==> src/rtl/counter_sequencer.sv <==
// Latches plus/minus counter requests, grants the lowest pending counter once per stb; grant one cycle after stb.
// No backpressure: grants wait for done, and a request that repeats a pending direction is dropped and flagged.
module counter_sequencer #(
  parameter int              NREQ  = 8,
  parameter int              IDX_W = 3,
  parameter logic [NREQ-1:0] CHAIN = NREQ'(1)
) (
  input  logic             clock,
  input  logic             rst,
  input  logic             stb,
  input  logic             inhibit,
  input  logic [NREQ-1:0]  plus_req,
  input  logic [NREQ-1:0]  minus_req,
  input  logic             done,
  input  logic             ovf,
  output logic             grant_vld,
  output logic [IDX_W-1:0] grant_idx,
  output logic             grant_minus,
  output logic             busy,
  output logic [NREQ-1:0]  pend_p,
  output logic [NREQ-1:0]  pend_m,
  output logic             dropped
);

  typedef enum logic [1:0] {S_IDLE, S_GRANT, S_WAIT} state_t;

  state_t           state, state_nxt;
  logic [NREQ-1:0]  pend_any;
  logic [IDX_W-1:0] sel_idx;
  logic             sel_minus;
  logic             go;
  logic             chain_fire;
  logic [NREQ-1:0]  clr_p, clr_m;
  logic [NREQ-1:0]  inj_p, inj_m;
  logic [NREQ-1:0]  nxt_p, nxt_m;
  logic [NREQ-1:0]  drop_vec;

  assign pend_any   = pend_p | pend_m;
  assign go         = (state == S_IDLE) && stb && !inhibit && (|pend_any);
  assign chain_fire = (state == S_WAIT) && done && ovf;

  // Lowest index wins: scan downward so the last hit is the smallest.
  always_comb begin
    sel_idx   = '0;
    sel_minus = 1'b0;
    for (int i = NREQ-1; i >= 0; i--) begin
      if (pend_any[i]) begin
        sel_idx   = IDX_W'(i);
        sel_minus = pend_m[i];
      end
    end
  end

  always_comb begin
    clr_p = '0;
    clr_m = '0;
    inj_p = '0;
    inj_m = '0;
    for (int i = 0; i < NREQ; i++) begin
      if (go && sel_idx == IDX_W'(i)) begin
        clr_p[i] = !sel_minus;
        clr_m[i] = sel_minus;
      end
    end
    for (int i = 0; i < NREQ-1; i++) begin
      if (chain_fire && CHAIN[i] && grant_idx == IDX_W'(i)) begin
        inj_p[i+1] = !grant_minus;
        inj_m[i+1] = grant_minus;
      end
    end
  end

  // Grant clear is applied before new requests so a same-cycle request re-pends.
  always_comb begin
    logic bp, bm, rp, rm;
    nxt_p    = '0;
    nxt_m    = '0;
    drop_vec = '0;
    for (int i = 0; i < NREQ; i++) begin
      bp = pend_p[i] & ~clr_p[i];
      bm = pend_m[i] & ~clr_m[i];
      rp = plus_req[i]  | inj_p[i];
      rm = minus_req[i] | inj_m[i];
      nxt_p[i] = bp;
      nxt_m[i] = bm;
      if (rp && !rm) begin
        if (bm)      nxt_m[i]    = 1'b0;
        else if (bp) drop_vec[i] = 1'b1;
        else         nxt_p[i]    = 1'b1;
      end else if (rm && !rp) begin
        if (bp)      nxt_p[i]    = 1'b0;
        else if (bm) drop_vec[i] = 1'b1;
        else         nxt_m[i]    = 1'b1;
      end
    end
  end

  always_ff @(posedge clock) begin
    if (rst) state <= S_IDLE;
    else     state <= state_nxt;
  end

  always_comb begin
    state_nxt = state;
    case (state)
      S_IDLE:  if (go) state_nxt = S_GRANT;
      S_GRANT: state_nxt = S_WAIT;
      S_WAIT:  if (done) state_nxt = S_IDLE;
      default: state_nxt = S_IDLE;
    endcase
  end

  always_comb begin
    grant_vld = (state == S_GRANT);
    busy      = (state != S_IDLE);
  end

  always_ff @(posedge clock) begin
    if (rst) begin
      pend_p      <= '0;
      pend_m      <= '0;
      dropped     <= 1'b0;
      grant_idx   <= '0;
      grant_minus <= 1'b0;
    end else begin
      pend_p  <= nxt_p;
      pend_m  <= nxt_m;
      dropped <= |drop_vec;
      if (go) begin
        grant_idx   <= sel_idx;
        grant_minus <= sel_minus;
      end
    end
  end

endmodule

==> config.mk <==
export PLATFORM = sky130hd
export DESIGN_NAME = counter_sequencer
export DESIGN_NICKNAME = d
export VERILOG_FILES = /design/src/rtl/counter_sequencer.sv
export SDC_FILE = /design/constraint.sdc
export NUM_CORES = 1
export LEC_CHECK = 0
export ABC_AREA = 0
export CORE_MARGIN = 4
export CORE_UTILIZATION = 40
export DETAILED_ROUTE_END_ITERATION = 10
export PLACE_DENSITY = 0.69
export SLEW_MARGIN = 20
export SYNTH_ARGS = -nofsm -noshare
export SYNTH_HDL_FRONTEND = slang
export SYNTH_SLANG_ARGS = --single-unit
==> constraint.sdc <==
create_clock -name clock -period 8.8 [get_ports clock]
set_clock_uncertainty 0.2 [all_clocks]
set_input_delay 2.64 -clock clock [delete_from_list [all_inputs] [get_ports clock]]
set_output_delay 2.64 -clock clock [all_outputs]
set_load 0.01 [all_outputs]
==> run metrics <==
status=complete, no violations; Placed Cells=between 200 and 300; final critical path time including I/O delays and setup=roughly 5.3 ns; final RePlAce weighted congestion=0.8612; Die Wd=~70 um; syn_nets=around 230; crit path max fanout=9; vias=1710; Synth top area share=0.2965; Synth async-reset ratio=0; Max-Cap Viols=0; Post-Route WL=4.088 mm; CORE AREA=approximately 0.0037 sq mm; DRC viols=0; hpwl dp=3.141 mm; hold buffer count at cts=0; first-pass GRT wire length=between 7 and 8 mm; sequential share of the synthesized area=0.2965; post-CTS sizing=0; Reg clk slew, reported paths=0.09 ns; Crit path largest cell delay=~0.66 ns; Overflow after GRT=0; RSZ-0062 raised after global routing=no; yosys warns=0; worst hold path class=reg -> reg; total CTS buffers=3; register area=around 460 sq um; H-tree Lvls=1; sinks on the clock net=23; dominant synthesized flop cell=dfxtp_1; Buf/Inv on CP=1; Area Growth Syn to Fin=32.64%; Final Hold Fails=0; final-stage net count=270; fin worst setup slack=~3.5 ns; Clock Path Buffers=2; switching part of the total=0.3419; dpl ws=roughly 3.2 ns; area of the multi-input gates=around 0.0010 sq mm; Post-Syn Instances=slightly above 200; total negative setup slack=0 ns; largest cells by area after synthesis=dfxtp_1 30%, nor2_1 8.2%, a21oi_1 6.8%; fillers=386; critical path type=in -> reg; vias in the first global route=1539; Total GRT Usage=0.1715; Pins Over Slew Limit=0; starting density of the core=0.4178; vias per cell=slightly below 6; Psw=roughly 0.10 mW; number of synthesized register bits=23; DR WL/cell=approximately 14 um; Routed Antenna Nets=0; maximum vdd drop=slightly above 0.06 mV; CP endpoint kind=flip-flop; design area=between 0.002 and 0.0025 sq mm; Avg Synthesized Cell Area=7.574 sq um; Comb power frac=0.341; Detailed Routing Iterations Pass 1=4; clk_lat worst skew=0.27 ns; Max-slew headroom=0.4483; Worst Path Arrival=between 5 and 6 ns; DP Area=0.002013 sq mm; Design Power=just under 0.3 mW; IO buf count=44; P_int=roughly 0.19 mW; Crit path required time=a little under 9 ns; commonest cells after routing, fill and taps aside=44 x clkdlybuf4s50_1, 34 x nor2_1, 23 x dfxtp_1; full die area=around 0.005 sq mm; Slew @ Worst Pin=slightly above 0.8 ns; EDFF count, synth=0; Post-Layout Cell Count=around 300; drt first-iter violations=between 80 and 90; CP max stage cell=o41ai_1; commonest non-fill, non-tap cell in the layout=clkdlybuf4s50_1; die height=about 70 um; Ant. Diodes=0; layout cells sized above 1=0.07287; fin crit share=0.6033; CTS tree=done; largest area contributor in the netlist=dfxtp_1; Top delay family on crit path=compound AO/OA/AOI/OAI gates; antenna violations before repair=0; clock share of power=0.235; crit-path cells=clkdlybuf4s50_1 > nor4b_2 > nand2_1 > o41ai_1 > nor3_1 > a311oi_1 > a31oi_1; number of I/O pins=45; Power Dens Cells=around 140 mW/mm^2; # setup viols final=0; LEAKAGE=between 0.7 and 0.8 nW; sequential power share=0.424; fmax=~0.19 GHz; row cnt=22; startpoint types=input pin; post-CTS setup buffer count=0; largest net degree at the start of global routing=24; Mapped Area=between 0.0015 and 0.002 sq mm; Root Buffer=clkbuf_8; Synth cell types=55
worst paths after layout:
path                      from           end  slack (ns)  depth (start not counted)
setup / recovery           stb       dropped        3.49                          7
hold / removal    grant_idx[0]  grant_idx[0]        0.33                          2
setup reg to reg     pend_m[0]       dropped        5.71                          8
hold reg to reg   grant_idx[0]  grant_idx[0]        0.33                          2
worst min-delay path: stages, from the launching register on:
cell,delay (ns)
dfxtp_1,0.36
a21oi_1,0.07
nor2_1,0.07
through the flow:
| stage | hold slack [ns] | util |
|---|---|---|
| 2_1_floorplan | 0.3397 | - |
| 3_3_place_gp | 0.3124 | 0.5418 |
| 3_5_place_dp | 0.3075 | 0.5418 |
| 4_1_cts | 0.3293 | 0.5542 |
| 5_1_grt | 0.3563 | 0.5542 |
| 6_report | 0.3275 | 0.5542 |
layout make-up:
| type | count | area share |
|---|---|---|
| clock inverter | 1 | 0.002430 |
| tap | 48 | 0.02916 |
| multi-input combinational | 173 | 0.5055 |
| inverter | 3 | 0.005468 |
| timing repair buffer | 44 | 0.2139 |
| clock buffer | 3 | 0.02005 |
| sequential | 23 | 0.2236 |
cells by family after synthesis:
family                 synth area share
AND/OR/NAND/NOR                  0.3449
AO/OA/AOI/OAI                    0.3062
flip-flops                       0.2965
buffers and inverters           0.03304
multiplexers                    0.01370
XOR/XNOR                       0.005642
state kept, by name, indices dropped and copies added (netlist names):
signal       cells
pend_m           8
pend_p           8
grant_minus      1
grant_idx        3
dropped          1
state            2
power by group through the flow:
stage / clock network, mW / registers (mW) / logic (mW)
after detailed placement: 0 / 0.127 / 0.0994
after floorplan: 0 / 0.125 / 0.0608
after global placement: 0 / 0.127 / 0.0990
final: 0.0691 / 0.125 / 0.100
after CTS: 0.0717 / 0.125 / 0.100
after global routing: 0.0749 / 0.127 / 0.111
synthesized netlist by cell type, drive strengths merged (3+ instances only):
cell type / instances
a211oi: 4
a21oi: 21
buf: 3
dfxtp: 23
inv: 3
nand2: 20
nand3: 3
nor2: 34
nor2b: 7
nor3: 10
nor4: 6
o21a: 3
o21ai: 14
o31a: 4
o31ai: 4
o41ai: 3
routing by layer:
metal | vias up | routed length (um) | track usage
met5 | - | 0 | 0
met4 | 0 | 89 | 0.07021
met3 | 7 | 172 | 0.02014
met2 | 44 | 1826 | 0.2796
met1 | 791 | 2000 | 0.2272
li1 | 868 | - | -
No activity file was read; power rests on OpenSTA's default activity.
==> patch 1, RTL diff (same flow settings) <==
Change the parameter `NREQ` from 8 to 12.
--- a/src/rtl/counter_sequencer.sv
+++ b/src/rtl/counter_sequencer.sv
@@ -1,7 +1,7 @@
 // Latches plus/minus counter requests, grants the lowest pending counter once per stb; grant one cycle after stb.
 // No backpressure: grants wait for done, and a request that repeats a pending direction is dropped and flagged.
 module counter_sequencer #(
-  parameter int              NREQ  = 8,
+  parameter int              NREQ  = 12,
   parameter int              IDX_W = 3,
   parameter logic [NREQ-1:0] CHAIN = NREQ'(1)
 ) (
Ports: changed (resized minus_req, pend_m, pend_p and plus_req); port bits go from 45 to 61. No check against the original RTL was run, so the function may have changed too.
==> patch 1 against the original RTL <==
- final area grew 56%
- largest power group is now combinational logic
- wire length rose by 98%
- worst hold slack better by 1.5 ps
- area after synthesis increased by 60%
- sequential cell count is 8 higher
- largest cell class unchanged
- worst setup slack better by 130 ps
- critical path type unchanged
- non-clock buffer count up 18
- total power up 58%
==> patch 1: results (changes against the original RTL) <==
| Metric | Value |
|---|---|
| Total number of yosys warnings | 0 (unchanged) |
| Initial antenna violation count | 0 (unchanged) |
| Synth Area in Adders | 0 (unchanged) |
| Post-synthesis mux area share | 0.0126 (-0.00107) |
| Post-synth ARST share | 0 (unchanged) |
| Worst Path Max Fanout | 6 (-3) |
| Pin count of the biggest net entering global routing | 32 (+33%) |
| Sequential element share of the synthesized area | 0.251 (-0.0460) |
| CTS resizes | 0 (unchanged) |
| Synthesized Nets | 341 (+50%) |
| First-pass GRT wire length | 12800 um (+81%) |
| WP data arrival | 5120 ps (-120 ps) |
| Clk root buf | clkbuf_8 |
| Share of layout cells above drive strength 1 | 0.111 (+0.0379) |
| Synth Area in XOR/XNOR | 0.00354 (-0.00211) |
| Ant diodes | 0 (unchanged) |
| IO buf count | 60 (+36%) |
| Maximum resistive drop on vdd | 0.0000849 V (+36%) |
| Synth top cells by count | nor2_1 (57), dfxtp_1 (31), a21oi_1 (26) |
| CTS max path bufs | 2 (unchanged) |
| Setup WS pre-CTS | 3430 ps (+188 ps) |
| Main synth FF type | dfxtp_1 |
| Status | finished clean |
| Final nets | 399 (+48%) |
| Synth cell types | 82 (+49%) |
| DR pass1 iterations | 5 (+1) |
| Dpl hpwl | 6030 um (+92%) |
| Final Setup Violations | 0 (unchanged) |
| Area contributors post-synth | dfxtp_1 (25%), nor2_1 (8.6%), a21oi_1 (5.3%) |
| Post-CTS setup buffer count | 0 (unchanged) |
| GP Congestion | 0.967 (+12%) |
| Cts bufs inserted | 5 (+2) |
| GRT Util Overall | 0.218 (+0.0466) |
| Clock Latency Late Sink | 290 ps (+20 ps) |
| Iteration-0 DRC Markers | 262 (+220%) |
| Post-DP Area | 3130 sq um (+56%) |
| Regs by FF count | pend_m (12), pend_p (12), grant_idx (3) |
| Clk slew on worst S/H paths | 70 ps (-20 ps) |
| H-tree Lvls | 2 (+1) |
| Worst Max-Slew Pin Slew | 703 ps (-122 ps) |
| Type of the worst min-delay path | flip-flop to flip-flop |
| Final Routed Wirelength | 8080 um (+98%) |
| Leak | 1.13 nW (+57%) |
| Via count | 2755 (+61%) |
| Synth Area in Compound Gates | 0.332 (+0.0256) |
| Number of global-route vias before repair | 2561 (+66%) |
-- patch 1: final cells by class --
type,instances,area (sq um)
Multi-Input combinational cell,265,1790
Tap cell,75,93.8
Sequential cell,31,621
Fill cell,596,2740
Clock inverter,3,15.0
Clock buffer,5,68.8
Inverter,4,15.0
Timing Repair Buffer,62,616
-- patch 1: worst paths after layout --
path                              startpoint      endpoint  slack (ps)  cells past startpoint
worst min register to register  grant_idx[0]  grant_idx[0]         330                      2
worst max register to register     pend_m[4]       dropped        5280                      8
worst min-delay path            grant_idx[0]  grant_idx[0]         330                      2
worst max-delay path                     stb       dropped        3620                      8
-- patch 1: metal layers --
metal	GRT usage	share of wire	up-vias	wire, um
li1	-	-	1320	-
met1	0.273	0.43	1285	3470
met2	0.341	0.45	132	3670
met3	0.0637	0.086	18	692
met4	0.108	0.030	0	244
met5	0	0	-	0
-- patch 1: critical path: stages --
cell	delay [ps]
clkdlybuf4s50_1	440
nor3b_2	460
o21a_1	400
nand4_4	180
o31ai_2	310
nor4b_1	90
nor4_1	430
a41oi_1	170
-- patch 1: logic make-up after synthesis --
family          Yosys count
simple gates            153
compound gates          108
flops                    31
buf+inv                  15
mux                       3
xor+xnor                  1
-- patch 1: stage by stage --
step	std cells	hold WS, ps
after floorplan	311	335
after global placement	437	303
after detailed placement	437	316
after CTS	445	334
after global routing	445	363
final	445	329
-- patch 1: power by group --
| group | internal (mW) | leakage [nW] | switching, mW |
|---|---|---|---|
| sequential | 0.151 | 0.255 | 0.0218 |
| clock | 0.0541 | 0.0477 | 0.0579 |
| combinational | 0.0801 | 0.827 | 0.101 |
==> patch 2, RTL diff (config.mk and constraints unchanged) <==
Without the edit above. Encoding of `state_t`: now one-hot (3 bits for 3 states).
--- a/src/rtl/counter_sequencer.sv
+++ b/src/rtl/counter_sequencer.sv
@@ -22,7 +22,7 @@
   output logic             dropped
 );
 
-  typedef enum logic [1:0] {S_IDLE, S_GRANT, S_WAIT} state_t;
+  typedef enum logic [2:0] {S_IDLE = 3'b001, S_GRANT = 3'b010, S_WAIT = 3'b100} state_t;
 
   state_t           state, state_nxt;
   logic [NREQ-1:0]  pend_any;
Behaviour: no difference found for any inputs over 4 cycles, from zero or initial values and one cycle with rst high; so few cycles prove little.
==> patch 2 against the original RTL <==
- final area increased by 8.5%
- area after synthesis up 9.7%
- worst setup slack improved by 530 ps
- wire length rose by 9.6%
- total power grew 11%
- sequential cell count rose by 1
- sequential power up 3%
==> patch 2: results (changes against the original RTL) <==
| Metric | Value |
|---|---|
| Status | finished clean |
| Leak | 0.777 nW (+7.9%) |
| Routed length on met1 | 2170 um (+8.5%) |
| H-tree Lvls | 1 (unchanged) |
| Post-synth ARST share | 0 (unchanged) |
| Ant diodes | 0 (unchanged) |
| Initial antenna violation count | 0 (unchanged) |
| Clk slew on worst S/H paths | 90 ps (about the same) |
| GRT Util Overall | 0.171 (-0.000207) |
| Final Routed Wirelength | 4480 um (+9.6%) |
| Synthesized Nets | 247 (+8.8%) |
| Dpl hpwl | 3430 um (+9.4%) |
| Regs by FF count | pend_m (8), pend_p (8) |
| Via count | 1846 (+8.0%) |
| Via density | 5.90 (+1.7%) |
| Max Used Layer | met4 |
| Pin count of the biggest net entering global routing | 30 (+25%) |
| Cts bufs inserted | 3 (unchanged) |
| Grt met1 use | 0.241 (+0.0136) |
| GR Layer Usage met3 | 0.0358 (+0.0157) |
| GP Congestion | 0.915 (+6.2%) |
| Worst Max-Slew Pin Slew | 1050 ps (+222 ps) |
| Type of the worst min-delay path | flip-flop to flip-flop |
| CTS Hold Bufs | 0 (unchanged) |
| CTS max path bufs | 2 (unchanged) |
| NetSw | 103 uW (+2.1%) |
| Final nets | 286 (+5.9%) |
| Area contributors post-synth | dfxtp_1 (28%), a21oi_1 (6.2%), nor2_1 (4.0%) |
| Iteration-0 DRC Markers | 131 (+60%) |
| Share of layout cells above drive strength 1 | 0.0418 (-0.0310) |
| Clk root buf | clkbuf_8 |
| Met3 WL post-DR | 238 um (+38%) |
| DR pass1 iterations | 4 (unchanged) |
| Worst Path Max Fanout | 7 (-2) |
| WL met2 | 2020 um (+11%) |
| CTS resizes | 0 (unchanged) |
| First-pass GRT wire length | 7400 um (+5.1%) |
| Main synth FF type | dfxtp_1 |
| Placed cells | 309 (+6.2%) |
| Clock Latency Late Sink | 270 ps (about the same) |
| Sequential element share of the synthesized area | 0.282 (-0.0144) |
| Synth cell types | 55 (unchanged) |
| Total number of yosys warnings | 0 (unchanged) |
| Maximum resistive drop on vdd | 0.0000998 V (+60%) |
| Post-synthesis average cell area | 7.57 sq um (about the same) |
| Synth top cells by count | dfxtp_1 (24), a21oi_1 (21), nor2_1 (18) |
| WP data arrival | 4690 ps (-550 ps) |
| IO buf count | 44 (unchanged) |
| Grt met2 use | 0.266 (-0.0135) |
| Number of global-route vias before repair | 1618 (+5.1%) |
| Post-CTS setup buffer count | 0 (unchanged) |
[patch 2: changes by cell type in the layout (fill, tap and decap cells not counted), moves of 4 or more]
cell / change
nand2_1: -4
inv_1: +11
nor2_1: -16
a21o_1: +5
mux2i_1: +4
[patch 2: power by group through the flow]
stage / Sequential [mW] / Combinational, mW / Clock (mW)
global route: 0.131 / 0.109 / 0.106
finish: 0.129 / 0.0991 / 0.0987
CTS: 0.128 / 0.0990 / 0.102
detailed placement: 0.131 / 0.0982 / 0
global placement: 0.131 / 0.0982 / 0
floorplan: 0.130 / 0.0596 / 0
[patch 2: final cells by class]
| cell class | instances | area, sq um |
|---|---|---|
| clock buffers | 3 | 41.3 |
| clock inverters | 1 | 30.0 |
| fillers | 389 | 1820 |
| inverters | 14 | 52.6 |
| multi-input cells | 177 | 1130 |
| flip-flops and latches | 24 | 480 |
| well taps | 50 | 62.6 |
| repair buffers | 44 | 440 |
[patch 2: kinds of logic after synthesis]
family / share of synthesized area
AO/OA/AOI/OAI: 0.351
buffers and inverters: 0.0558
flip-flops: 0.282
multiplexers: 0.0360
AND/OR/NAND/NOR: 0.275
[patch 2: worst paths after layout]
kind | from | endpoint | slack, ps | cells after the start
min | state[0] | state[2] | 270 | 1
max | stb | dropped | 4020 | 7
min reg2reg | state[0] | state[2] | 270 | 1
max reg2reg | pend_m[1] | dropped | 6020 | 7
[patch 2: through the flow]
stage          worst slack (ps)  instance area, sq um
2_1_floorplan              4400                  1700
3_3_place_gp               3790                  2160
3_5_place_dp               3730                  2160
4_1_cts                    4030                  2230
5_1_grt                    3910                  2230
6_report                   4020                  2230
[patch 2: critical path, cell delays in order]
cell and delay (ps):
clkdlybuf4s50_1 470, or3b_1 490, nor4_4 430, o21ai_0 150, a22oi_1 210, o311a_1 190, a41oi_1 100
